[src/rtl/serial_rx_param.sv]
// Receiver for the bit-stuffed serial link. Detects a start bit after a zero gap, checks the stuff slots
// and the CRC, and publishes the payload and frame/error counts when a frame ends.
module serial_rx_param #(
  parameter int                 N_BYTES  = 8,
  parameter int                 CRC_W    = 16,
  parameter logic [CRC_W-1:0]   CRC_POLY = 16'h1021,
  parameter int                 GAP      = 9,
  parameter int                 CNT_W    = 16
) (
  input  logic                   clk,
  input  logic                   rst_n,
  input  logic                   tick,
  input  logic                   bit_in,
  output logic                   sync,
  output logic [8*N_BYTES-1:0]   d,
  output logic                   crc_err,
  output logic                   stuff_err,
  output logic [CNT_W-1:0]       frame_cnt,
  output logic [CNT_W-1:0]       err_cnt
);

  localparam int N_TOT  = N_BYTES + CRC_W / 8;
  localparam int BYTE_W = $clog2(N_TOT + 1);
  localparam int ZERO_W = $clog2(GAP + 1);
  localparam int PAY_W  = 8 * N_BYTES;

  typedef enum logic {IDLE, RUN} state_t;

  state_t              state;
  state_t              state_nxt;
  logic [ZERO_W-1:0]   zero_cnt;
  logic [3:0]          bit_cnt;
  logic [BYTE_W-1:0]   byte_cnt;
  logic [CRC_W-1:0]    crc;
  logic [PAY_W-1:0]    sr;
  logic                start;
  logic                end_evt;
  logic                stuff_bad;
  logic                crc_bad;

  function automatic logic [CRC_W-1:0] crc_step(input logic [CRC_W-1:0] c, input logic b);
    logic fb;
    fb = c[CRC_W-1] ^ b;
    return (c << 1) ^ (fb ? CRC_POLY : '0);
  endfunction

  always_comb begin
    state_nxt = state;
    start     = 1'b0;
    end_evt   = 1'b0;
    stuff_bad = 1'b0;
    crc_bad   = 1'b0;
    case (state)
      IDLE: begin
        if (tick && bit_in && zero_cnt == ZERO_W'(GAP)) begin
          start     = 1'b1;
          state_nxt = RUN;
        end
      end
      RUN: begin
        if (tick && bit_cnt == 4'd8) begin
          if (!bit_in) begin
            state_nxt = IDLE;
            end_evt   = 1'b1;
            stuff_bad = 1'b1;
          end else if (byte_cnt == BYTE_W'(N_TOT - 1)) begin
            // crc already holds the residue after the last data bit
            state_nxt = IDLE;
            end_evt   = 1'b1;
            crc_bad   = |crc;
          end
        end
      end
      default: state_nxt = IDLE;
    endcase
  end

  always_ff @(posedge clk or negedge rst_n) begin
    if (!rst_n) begin
      state <= IDLE;
    end else begin
      state <= state_nxt;
    end
  end

  always_ff @(posedge clk or negedge rst_n) begin
    if (!rst_n) begin
      zero_cnt <= '0;
      bit_cnt  <= '0;
      byte_cnt <= '0;
      crc      <= '0;
      sr       <= '0;
    end else if (tick) begin
      if (bit_in) begin
        zero_cnt <= '0;
      end else if (zero_cnt != ZERO_W'(GAP)) begin
        zero_cnt <= zero_cnt + 1'b1;
      end
      if (start) begin
        bit_cnt  <= '0;
        byte_cnt <= '0;
        crc      <= '0;
      end else if (state == RUN) begin
        if (bit_cnt == 4'd8) begin
          bit_cnt  <= '0;
          byte_cnt <= byte_cnt + 1'b1;
        end else begin
          bit_cnt <= bit_cnt + 4'd1;
          crc     <= crc_step(crc, bit_in);
          if (byte_cnt < BYTE_W'(N_BYTES)) begin
            sr <= {bit_in, sr[PAY_W-1:1]};
          end
        end
      end
    end
  end

  // end-of-frame outputs, registered one clk after the ending tick
  always_ff @(posedge clk or negedge rst_n) begin
    if (!rst_n) begin
      sync      <= 1'b0;
      crc_err   <= 1'b0;
      stuff_err <= 1'b0;
      d         <= '0;
      frame_cnt <= '0;
      err_cnt   <= '0;
    end else begin
      sync      <= end_evt;
      crc_err   <= crc_bad;
      stuff_err <= stuff_bad;
      if (end_evt) begin
        if (!crc_bad && !stuff_bad) begin
          d         <= sr;
          frame_cnt <= frame_cnt + 1'b1;
        end else if (err_cnt != '1) begin
          err_cnt <= err_cnt + 1'b1;
        end
      end
    end
  end

endmodule

[config.mk]
export PLATFORM = sky130hd
export DESIGN_NAME = serial_rx_param
export DESIGN_NICKNAME = d
export VERILOG_FILES = /design/src/rtl/serial_rx_param.sv
export SDC_FILE = /design/constraint.sdc
export NUM_CORES = 1
export LEC_CHECK = 0
export ABC_CLOCK_PERIOD_IN_PS = 2630
export CORE_MARGIN = 5
export CORE_UTILIZATION = 54
export CTS_CLUSTER_DIAMETER = 100
export DETAILED_ROUTE_END_ITERATION = 6
export DONT_BUFFER_PORTS = 1
export GPL_TIMING_DRIVEN = 0
export PLACE_DENSITY = 0.8
export REMOVE_ABC_BUFFERS = 1
export SLEW_MARGIN = 20
export SYNTH_ARGS = -nofsm -noshare
export SYNTH_HDL_FRONTEND = slang
export SYNTH_SLANG_ARGS = --single-unit
[constraint.sdc]
create_clock -name clk -period 2.63 [get_ports clk]
set_input_delay 0.789 -clock clk [delete_from_list [all_inputs] [get_ports clk]]
set_output_delay 0.789 -clock clk [all_outputs]
set_load 0.005 [all_outputs]
# Word level (Yosys, flattened, before mapping)
# Cells that the tools add are included.
[totals]
output_inout_bits = 99
input_bits = 4
wordCells = 76
ff_bits = 192
[classes]
magnitude_cmp = 1
eq_ne = 6
add_sub_neg = 5
n_reduce_logical = 17
bitwise_logic = 6
muxes = 29
[ops]
columns = ["cell", "n"]
rows = [
  ["$mux 16", 3],
  ["$add 16x1->16 const B", 2],
  ["$mux 4", 8],
  ["$mux 1", 16],
  ["$ne 16x16->1 const B", 1],
  ["$reduce_or 16->1", 1],
  ["$xor 16x13->16", 1],
  ["$mux 13", 1],
  ["$add 4x1->4 const B", 3],
  ["$eq 4x4->1 const B", 3],
  ["$reduce_and 3->1", 3],
  ["$reduce_and 2->1", 3],
  ["$reduce_bool 2->1", 3],
  ["$reduce_and 5->1", 1],
  ["$logic_and 1x1->1", 4],
  ["$lt 4x4->1 const B", 1],
  ["$ne 4x4->1 const B", 1],
  ["$not 1->1", 4],
  ["$logic_not 1->1", 2],
  ["$ne 2x2->1 const B", 1],
  ["$pmux 1 s2", 1],
  ["$xor 1x1->1", 1],
]

# Logic depth before layout (Yosys ltp)
# Gate-level depths: netlist of the first run.
[depth]
ltp_word = 9
mapped_depth = 9
mapped_depth_nobuf = 7

# Least setup slack after synthesis of the first run
# Ideal clock, no wire load.
[synth_timing]
kind = "input to register"
from = "in tick"
to = "reg frame_cnt[9]"
path_buffers = 3
setup_ps = 124
t_required_ps = 2506
path_stages = 8
slack_ps = 539
arrival_time_ps = 1968
cell_sequence = "buf_2 > nand2_1 > nor2_1 > and4_1 > buf_4 > buf_4 > nand4_1 > xnor2_1"
[synth_between]
elab_chain_len = 6
word_cells_on_any_way = 11
cone_classes = "mux: 6; reduce/logical: 5"
[synth_lines]
columns = ["item", "line", "rtl"]
rows = [
  ["from (decl)", "12", "input logic tick,"],
  ["$logic_and 1x1->1 (*)", "61", "if (tick && bit_cnt == 4'd8) begin"],
  ["$mux 1", "61", ""],
  ["$mux 1", "53", "case (state)"],
  ["$logic_not 1->1", "132", "if (!crc_bad && !stuff_bad) begin"],
  ["$logic_and 1x1->1", "132", ""],
  ["$reduce_and 2->1 (no source line) (*)", "-", ""],
  ["to (signal assigned)", "134", "frame_cnt <= frame_cnt + 1'b1;"],
  ["to (decl)", "18", "output logic [CNT_W-1:0] frame_cnt,"],
]
# Mark *: on every way between the ends. The rest lies on a longest branch, timed or not.
# A chain may end at the register's enable or synchronous reset.

# Worst setup path in the final report of the first run
[layout_timing]
from = "reg bit_cnt[0]"
to = "reg sr[14]"
[layout_between]
elab_chain_len = 3
[layout_lines]
columns = ["item", "line", "rtl"]
rows = [
  ["from (decl)", "32", "logic [3:0] bit_cnt;"],
  ["from (signal assigned)", "108", "bit_cnt <= bit_cnt + 4'd1;"],
  ["$eq 4x4->1", "104", "if (bit_cnt == 4'd8) begin"],
  ["$not 1->1 (no source line)", "-", ""],
  ["$reduce_and 5->1 (no source line)", "-", ""],
  ["to (signal assigned)", "111", "sr <= {bit_in, sr[PAY_W-1:1]};"],
  ["to (decl)", "35", "logic [PAY_W-1:0] sr;"],
]
# No other way between the ends.

==> results of run 1 <==
[sequential cells by signal, summed over array words and instances (netlist names), 4 cells and up]
| name | flops |
|---|---|
| frame_cnt | 16 |
| crc | 16 |
| err_cnt | 16 |
| d | 64 |
| zero_cnt | 4 |
| byte_cnt | 4 |
| sr | 64 |
| bit_cnt | 4 |
[synthesized netlist by cell type (2+ instances only)]
library cell / n
ha_1: 8
and2_1: 3
dfrtp_1: 192
and4_1: 4
nor3_1: 5
and3b_1: 2
buf_4: 2
nor2_1: 20
xor2_1: 10
o21ai_0: 19
nand3_1: 17
nand3b_1: 2
buf_2: 15
inv_1: 11
nand2_1: 245
clkbuf_1: 10
o22ai_1: 5
xnor2_1: 24
and3_1: 5
mux2_2: 60
mux2_1: 7
a21oi_1: 6
buf_1: 2
nor4_1: 7
nand4_1: 15
[what timing repair did]
item	CTS	global route
endpoints found under the setup margin	7	75
pin swaps	1	5
gates resized for setup	1	2
setup buffers	0	8
endpoints found under the hold margin	0	0
gates cloned	1	2
[placed cells by master (no fill, tap or decap), types with 6 or more instances in the layout]
master,synthesis,final
a21oi_1,6,6
buf_4,2,7
clkbuf_16,0,17
dfrtp_1,192,192
ha_1,8,8
inv_1,11,11
mux2_1,7,7
mux2_2,60,60
nand2_1,245,244
nand3_1,17,17
nand4_1,15,15
nor2_1,20,19
nor4_1,7,7
o21ai_0,19,19
xnor2_1,24,24
xor2_1,10,10
[worst paths after layout]
path / to / slack (ps) / cells after the start
setup reg to reg: sr[14] / 200 / 8
hold reg to reg: d[0] / 480 / 2
min in group clk: stuff_err / 430 / 1
max in group asynchronous: d[55] / 2180 / 0
setup / recovery: sr[14] / 200 / 8
hold / removal: d[11] / 60 / 0
[routing by layer]
layer | up-vias | track usage (%) | wire length (um)
met5 | - | 0 | 0
met4 | 0 | 6.66 | 196
met3 | 19 | 6.22 | 1150
met2 | 140 | 31.1 | 7790
met1 | 2544 | 23.5 | 6510
li1 | 2363 | - | -
[area by class of cell]
type	count	area [um2]
Clock buffer	21	480
Clock inverter	11	154
Fill cell	1097	5260
Inverter	11	41.3
Multi-Input combinational cell	481	2870
Sequential cell	192	4800
Tap cell	180	225
Timing Repair Buffer	11	155
[kinds of logic (layout without fill, tap and decap cells)]
logic type	count (synthesis)	in the layout
compound gates	36	36
xor+xnor	34	34
fa+ha+maj	8	8
buf+inv	40	54
flops	192	192
mux	68	68
simple gates	332	335
[worst reg2reg max path: stages (launching register included)]
cell and delay, ps:
dfrtp_1 430, inv_1 70, ha_1 200, nand3b_1 180, nand2_2 270, nor2_4 390, buf_16 220, buf_16 180
mux2_2 360
[where the power goes]
part,switching [W],leakage (nW),internal [W]
clock network,0.00108,0.311,0.00161
registers,0.000358,2.60,0.00337
logic,0.000523,1.49,0.000623
total,0.00196,4.40,0.00560
[stage by stage]
stage	power (W)	setup TNS [ps]	setup WS [ps]	utilization (%)	area [um2]
2_1_floorplan	0.00451	-15840	-321	-	7650
3_3_place_gp	0.00470	-102690	-1070	56.3	7880
3_5_place_dp	0.00491	-2620	-348	56.9	7960
4_1_cts	0.00761	0	3.08	61.6	8610
5_1_grt	0.00794	0	2.64	62.4	8730
6_report	0.00756	0	195	62.4	8730
==> metrics.md, run 1 <==
| Metric | Value |
|---|---|
| Starting density of the core | `55.7%` |
| Synth area leader | `dfrtp_1` |
| Max VDD drop | `around 0.50 mV` |
| CP Capture Type | `register` |
| PortBufs | `0` |
| Tcrit/Tclk final | `slightly above 90%` |
| Global placement routability congestion | `roughly 0.85` |
| Die height | `130 um` |
| Residual DRC | `0` |
| Total congestion overflow | `0` |
| Placed Cells | `864` |
| DP HPWL | `9480 um` |
| DR vias | `roughly 5.1k` |
| Ys async rst share | `100%` |
| CTS Hold Bufs | `0` |
| Clk_lat worst skew | `roughly 420 ps` |
| RSZ-0062 raised after global routing | `no` |
| Post-Synth Simple-Gate Area | `between 10% and 20%` |
| First-pass GRT wire length | `25400 um` |
| Sequential element share of the synthesized area | `between 60% and 70%` |
| Post-Synth Adder-Cell Area | `1.29%` |
| Vias in the first global route | `approximately 5.2k` |
| CTS H-Tree Depth | `4` |
| Flops & latches, synth | `between 150 and 200` |
| Combinational family with the most area after synthesis | `simple AND/OR/NAND/NOR gates` |
| Row count | `43` |
| Root Driver | `clkbuf_16` |
| CP bufs+invs | `3` |
| Worst hold-check path type | `in2async` |
| Fin crit period | `around 2400 ps` |
| Worst-path fanout max | `23` |
| Synth warn | `0` |
| I/O pin total | `~100` |
| Post-synthesis compound-gate area fraction | `between 2 and 3%` |
| Reg2reg start | `bit_cnt[0]` |
| Leak | `~4.4 nW` |
| DR iter-0 viols | `~230` |
| WS Path Type | `reg2reg` |
| Die width | `130 um` |
| Worst Clk Skew | `just over 9 ps` |
| Synth area leaders | `dfrtp_1 62%, nand2_1 12%, mux2_2 8.7%, xnor2_1 2.7%, ha_1 1.3%` |
| Die footprint | `between 0.015 and 0.02 mm2` |
| Max Cap Viol | `0` |
| Share of the synthesized area in the top cell type | `61.7%` |
| Clock buffer depth | `2` |
| Drt wl/cell | `17.3 um` |
| Clock transition at the registers of the reported paths | `around 70 ps` |
| Critical path data arrival time | `around 2700 ps` |
| Inserted Clock Buffers | `17` |
| Final Setup Violations | `0` |
| Syn Std Cell Area | `0.00779 mm2` |
| CP Launch Point | `bit_cnt[0]` |
| CP max-delay cell | `dfrtp_1` |
| Layout Nets | `just over 700` |
| Outcome | `completed` |
| Share of post-route cells with drive strength above 1 | `~16%` |
| Worst-Margin Slew | `between 900 and 1000 ps` |
| Final hold slack | `around 64 ps` |
| Core Footprint | `0.0140 mm2` |
| Total track usage | `roughly a fifth` |
| WL final | `around 16000 um` |
| Syn_area_per_cell | `between 10 and 15 um2` |
| Non-filler cells, final | `roughly 900` |
| Routed Antenna Nets | `0` |
| CP max stage delay | `430 ps` |
| Max_slew headroom | `37.0%` |
| Area growth from synthesis to layout | `12.0%` |
| Hold Vio Cnt, Final | `0` |
| CP Launch Type | `register` |
| XOR/XNOR Fraction of Synth Area | `approximately 3.8%` |
| Fmax | `around 400 MHz` |
| Post-synth EDFFs | `0` |
| Final Max Slew Viols | `0` |
| CP top delay family | `simple AND/OR/NAND/NOR gates` |
| Primary FF master, synth | `dfrtp_1` |
| CTS sink cnt | `between 150 and 200` |
| Largest net degree at the start of global routing | `just under 200` |
| Mapped Cells | `about 700` |
| Portion of netlist area occupied by mux cells | `roughly a tenth` |
| Most used cell, CP | `buf_16` |
| CTS tree | `done` |
| 1st-pass router iterations | `7` |
| Power per cell area | `between 800 and 900 mW/mm2` |
| Routed vias/inst | `5.59` |
| Worst path cell trace | `inv_1, ha_1, nand3b_1, nand2_2, nor2_4, buf_16, buf_16, mux2_2` |
| ANT cells | `0` |
| CP required | `between 2000 and 3000 ps` |
| Initial antenna violation count | `0` |
| Post-synthesis cell type count | `39` |
Note: power is estimated with default switching activity, not from simulation.
==> run 2, diff against run 1 <==
CTS_CLUSTER_SIZE = 20   (was unset)
PLACE_DENSITY = 0.69   (was 0.8)
==> run 2 against run 1 <==
Setup slack better by 26 ps. Count of clock-buffer cells in the layout down 1. First-iteration DRC count up 63%. Sequential share of layout area increased by 0.91 points. Largest cell class unchanged. Largest power group unchanged.
==> metrics.md, run 2 (synthesized netlist as in run 1, its figures left out) <==
| Metric | Value |
|---|---|
| Outcome | `completed (unchanged)` |
| Final hold slack | `58.8 ps (was 63.8 ps)` |
| Power per cell area | `837 mW/mm2 (was 866 mW/mm2)` |
| Initial antenna violation count | `0 (unchanged)` |
| Vias in the first global route | `5125 (was 5190)` |
| Worst-Margin Slew | `993 ps (was 941 ps)` |
| Clk_lat worst skew | `430 ps (was 420 ps)` |
| DR iter-0 viols | `374 (was 229)` |
| Placed Cells | `864 (unchanged)` |
| Commonest non-fill, non-tap cell in the layout | `nand2_1 (unchanged)` |
| Routed vias/inst | `5.56 (was 5.59)` |
| RSZ-0062 raised after global routing | `no (unchanged)` |
| 1st-pass router iterations | `4 (was 7)` |
| Max_slew headroom | `33.5% (was 37.0%)` |
| Psw | `0.00193 W (was 0.00196 W)` |
| Sequential power share | `51.9% (was 49.3%)` |
| WS Path Type | `reg2reg (unchanged)` |
| PortBufs | `0 (unchanged)` |
| Worst hold-check path type | `in2async (unchanged)` |
| Tcrit/Tclk final | `91.6% (was 92.6%)` |
| Leak | `4.33 nW (was 4.40 nW)` |
| Die width | `130 um (unchanged)` |
| Area growth from synthesis to layout | `10.2% (was 12.0%)` |
| Setup WS post-layout | `221 ps (was 195 ps)` |
| I/O pin total | `103 (unchanged)` |
| Comb pwr share | `15.0% (was 15.1%)` |
| Drt wl/cell | `17.1 um (was 17.3 um)` |
| Root Driver | `clkbuf_16 (unchanged)` |
| CP required | `2940 ps (was 2930 ps)` |
| Routed Antenna Nets | `0 (unchanged)` |
| Clock buffer depth | `2 (unchanged)` |
| DP HPWL | `9160 um (was 9480 um)` |
| Pre-CTS setup slack | `-340 ps (was -348 ps)` |
| Critical path data arrival time | `2720 ps (was 2730 ps)` |
| P_int | `0.00526 W (was 0.00560 W)` |
| CP Launch Type | `register (unchanged)` |
| Die height | `130 um (unchanged)` |
| Worst-path fanout max | `18 (was 23)` |
| ANT cells | `0 (unchanged)` |
| Sw Ratio | `26.8% (was 26.0%)` |
| Starting density of the core | `55.7% (unchanged)` |
| Share of post-route cells with drive strength above 1 | `14.8% (was 15.7%)` |
| Final total power | `0.00719 W (was 0.00756 W)` |
| Max VDD drop | `0.509 mV (was 0.501 mV)` |
| CTS sink cnt | `192 (unchanged)` |
| Max Cap Viol | `0 (unchanged)` |
| Clock share of power | `33.1% (was 35.6%)` |
| Largest registers | `d: 64 flops, sr: 64 flops (unchanged)` |
| Total track usage | `19.2% (was 18.9%)` |
| R2R depth | `7 (was 8)` |
| Fmax | `415 MHz (was 411 MHz)` |
| Residual DRC | `0 (unchanged)` |
| Largest net degree at the start of global routing | `193 (unchanged)` |
| Final Setup Violations | `0 (unchanged)` |
| First-pass GRT wire length | `25500 um (was 25400 um)` |
| R2r endpoint | `d[59] (was sr[14])` |
| Inserted Clock Buffers | `17 (unchanged)` |
| Total congestion overflow | `0 (unchanged)` |
| CTS H-Tree Depth | `4 (unchanged)` |
| Row count | `43 (unchanged)` |
| WL final | `15400 um (was 15700 um)` |
| Clock transition at the registers of the reported paths | `60 ps (was 70 ps)` |
| Hold Vio Cnt, Final | `0 (unchanged)` |
| Core Footprint | `0.0140 mm2 (unchanged)` |
| DR vias | `5018 (was 5066)` |
| Worst Clk Skew | `9.83 ps (was 9.28 ps)` |
| Global placement routability congestion | `0.821 (was 0.845)` |
| Final Max Slew Viols | `0 (unchanged)` |
| Flop-to-flop setup slack | `220 ps (was 200 ps)` |
| Layout Nets | `724 (was 726)` |
| Non-filler cells, final | `902 (was 907)` |
| CTS tree | `done (unchanged)` |
| Reg2reg start | `bit_cnt[0] (unchanged)` |
| Fin crit period | `2410 ps (was 2430 ps)` |
| Die footprint | `0.0169 mm2 (unchanged)` |
| CP Capture Type | `register (unchanged)` |
| Finished Core Util | `61.4% (was 62.4%)` |
| Most frequent cells in the layout | `244 x nand2_1, 192 x dfrtp_1, 60 x mux2_2 (unchanged)` |
run 2: cell type report:
class / instances / area (um2)
Multi-Input combinational cell: 480 / 2860
Timing Repair Buffer: 10 / 125
Tap cell: 180 / 225
Clock inverter: 9 / 86.3
Sequential cell: 192 / 4800
Fill cell: 1138 / 5400
Clock buffer: 20 / 447
Inverter: 11 / 41.3
run 2: power by group through the flow:
stage | clock, W | combinational [W] | sequential (W)
2_1_floorplan | 0 | 0.000846 | 0.00367
3_3_place_gp | 0 | 0.000960 | 0.00375
3_5_place_dp | 0 | 0.00107 | 0.00377
4_1_cts | 0.00243 | 0.00109 | 0.00372
5_1_grt | 0.00257 | 0.00121 | 0.00379
6_report | 0.00238 | 0.00108 | 0.00373
run 2: per-stage QoR:
step,TNS (ps),cell area [um2]
2_1_floorplan,-15840,7650
3_3_place_gp,-109510,7880
3_5_place_dp,-5840,7940
4_1_cts,0,8530
5_1_grt,0,8590
6_report,0,8590
run 2: repair_timing:
action / CTS / global route
setup endpoints to repair: 36 / 26
hold buffers: 0 / 0
pin swaps: 2 / 3
resized for setup: 3 / 1
cloned: 2 / 0
setup buffers: 1 / 6
run 2: worst max-delay path by stage:
stage                    end  depth (start not counted)        from  slack, ps
2_1_floorplan  frame_cnt[10]                          5        tick       -320
3_3_place_gp    frame_cnt[8]                          5        tick      -1150
3_5_place_dp   frame_cnt[15]                          5        tick       -340
4_1_cts           err_cnt[1]                          6  err_cnt[0]         10
5_1_grt                d[15]                          7  bit_cnt[0]         20
6_report               d[59]                          7  bit_cnt[0]        220
run 2: critical path, cell delays in order, from the launching register on:
cell and delay, ps:
dfrtp_1 430, inv_1 80, ha_1 170, nand3b_1 190, nor2_2 410, nand4_2 670
nand2_1 260, nand2_1 70
run 2: per-layer routing:
layer | part of all wire [%] | vias to the layer above | wire (um) | track usage (%)
met2 | 49 | 136 | 7470 | 30.7
li1 | - | 2349 | - | -
met4 | 1.3 | 0 | 197 | 6.48
met5 | 0 | - | 0 | 0
met3 | 7.7 | 17 | 1180 | 6.88
met1 | 42 | 2516 | 6540 | 24.5
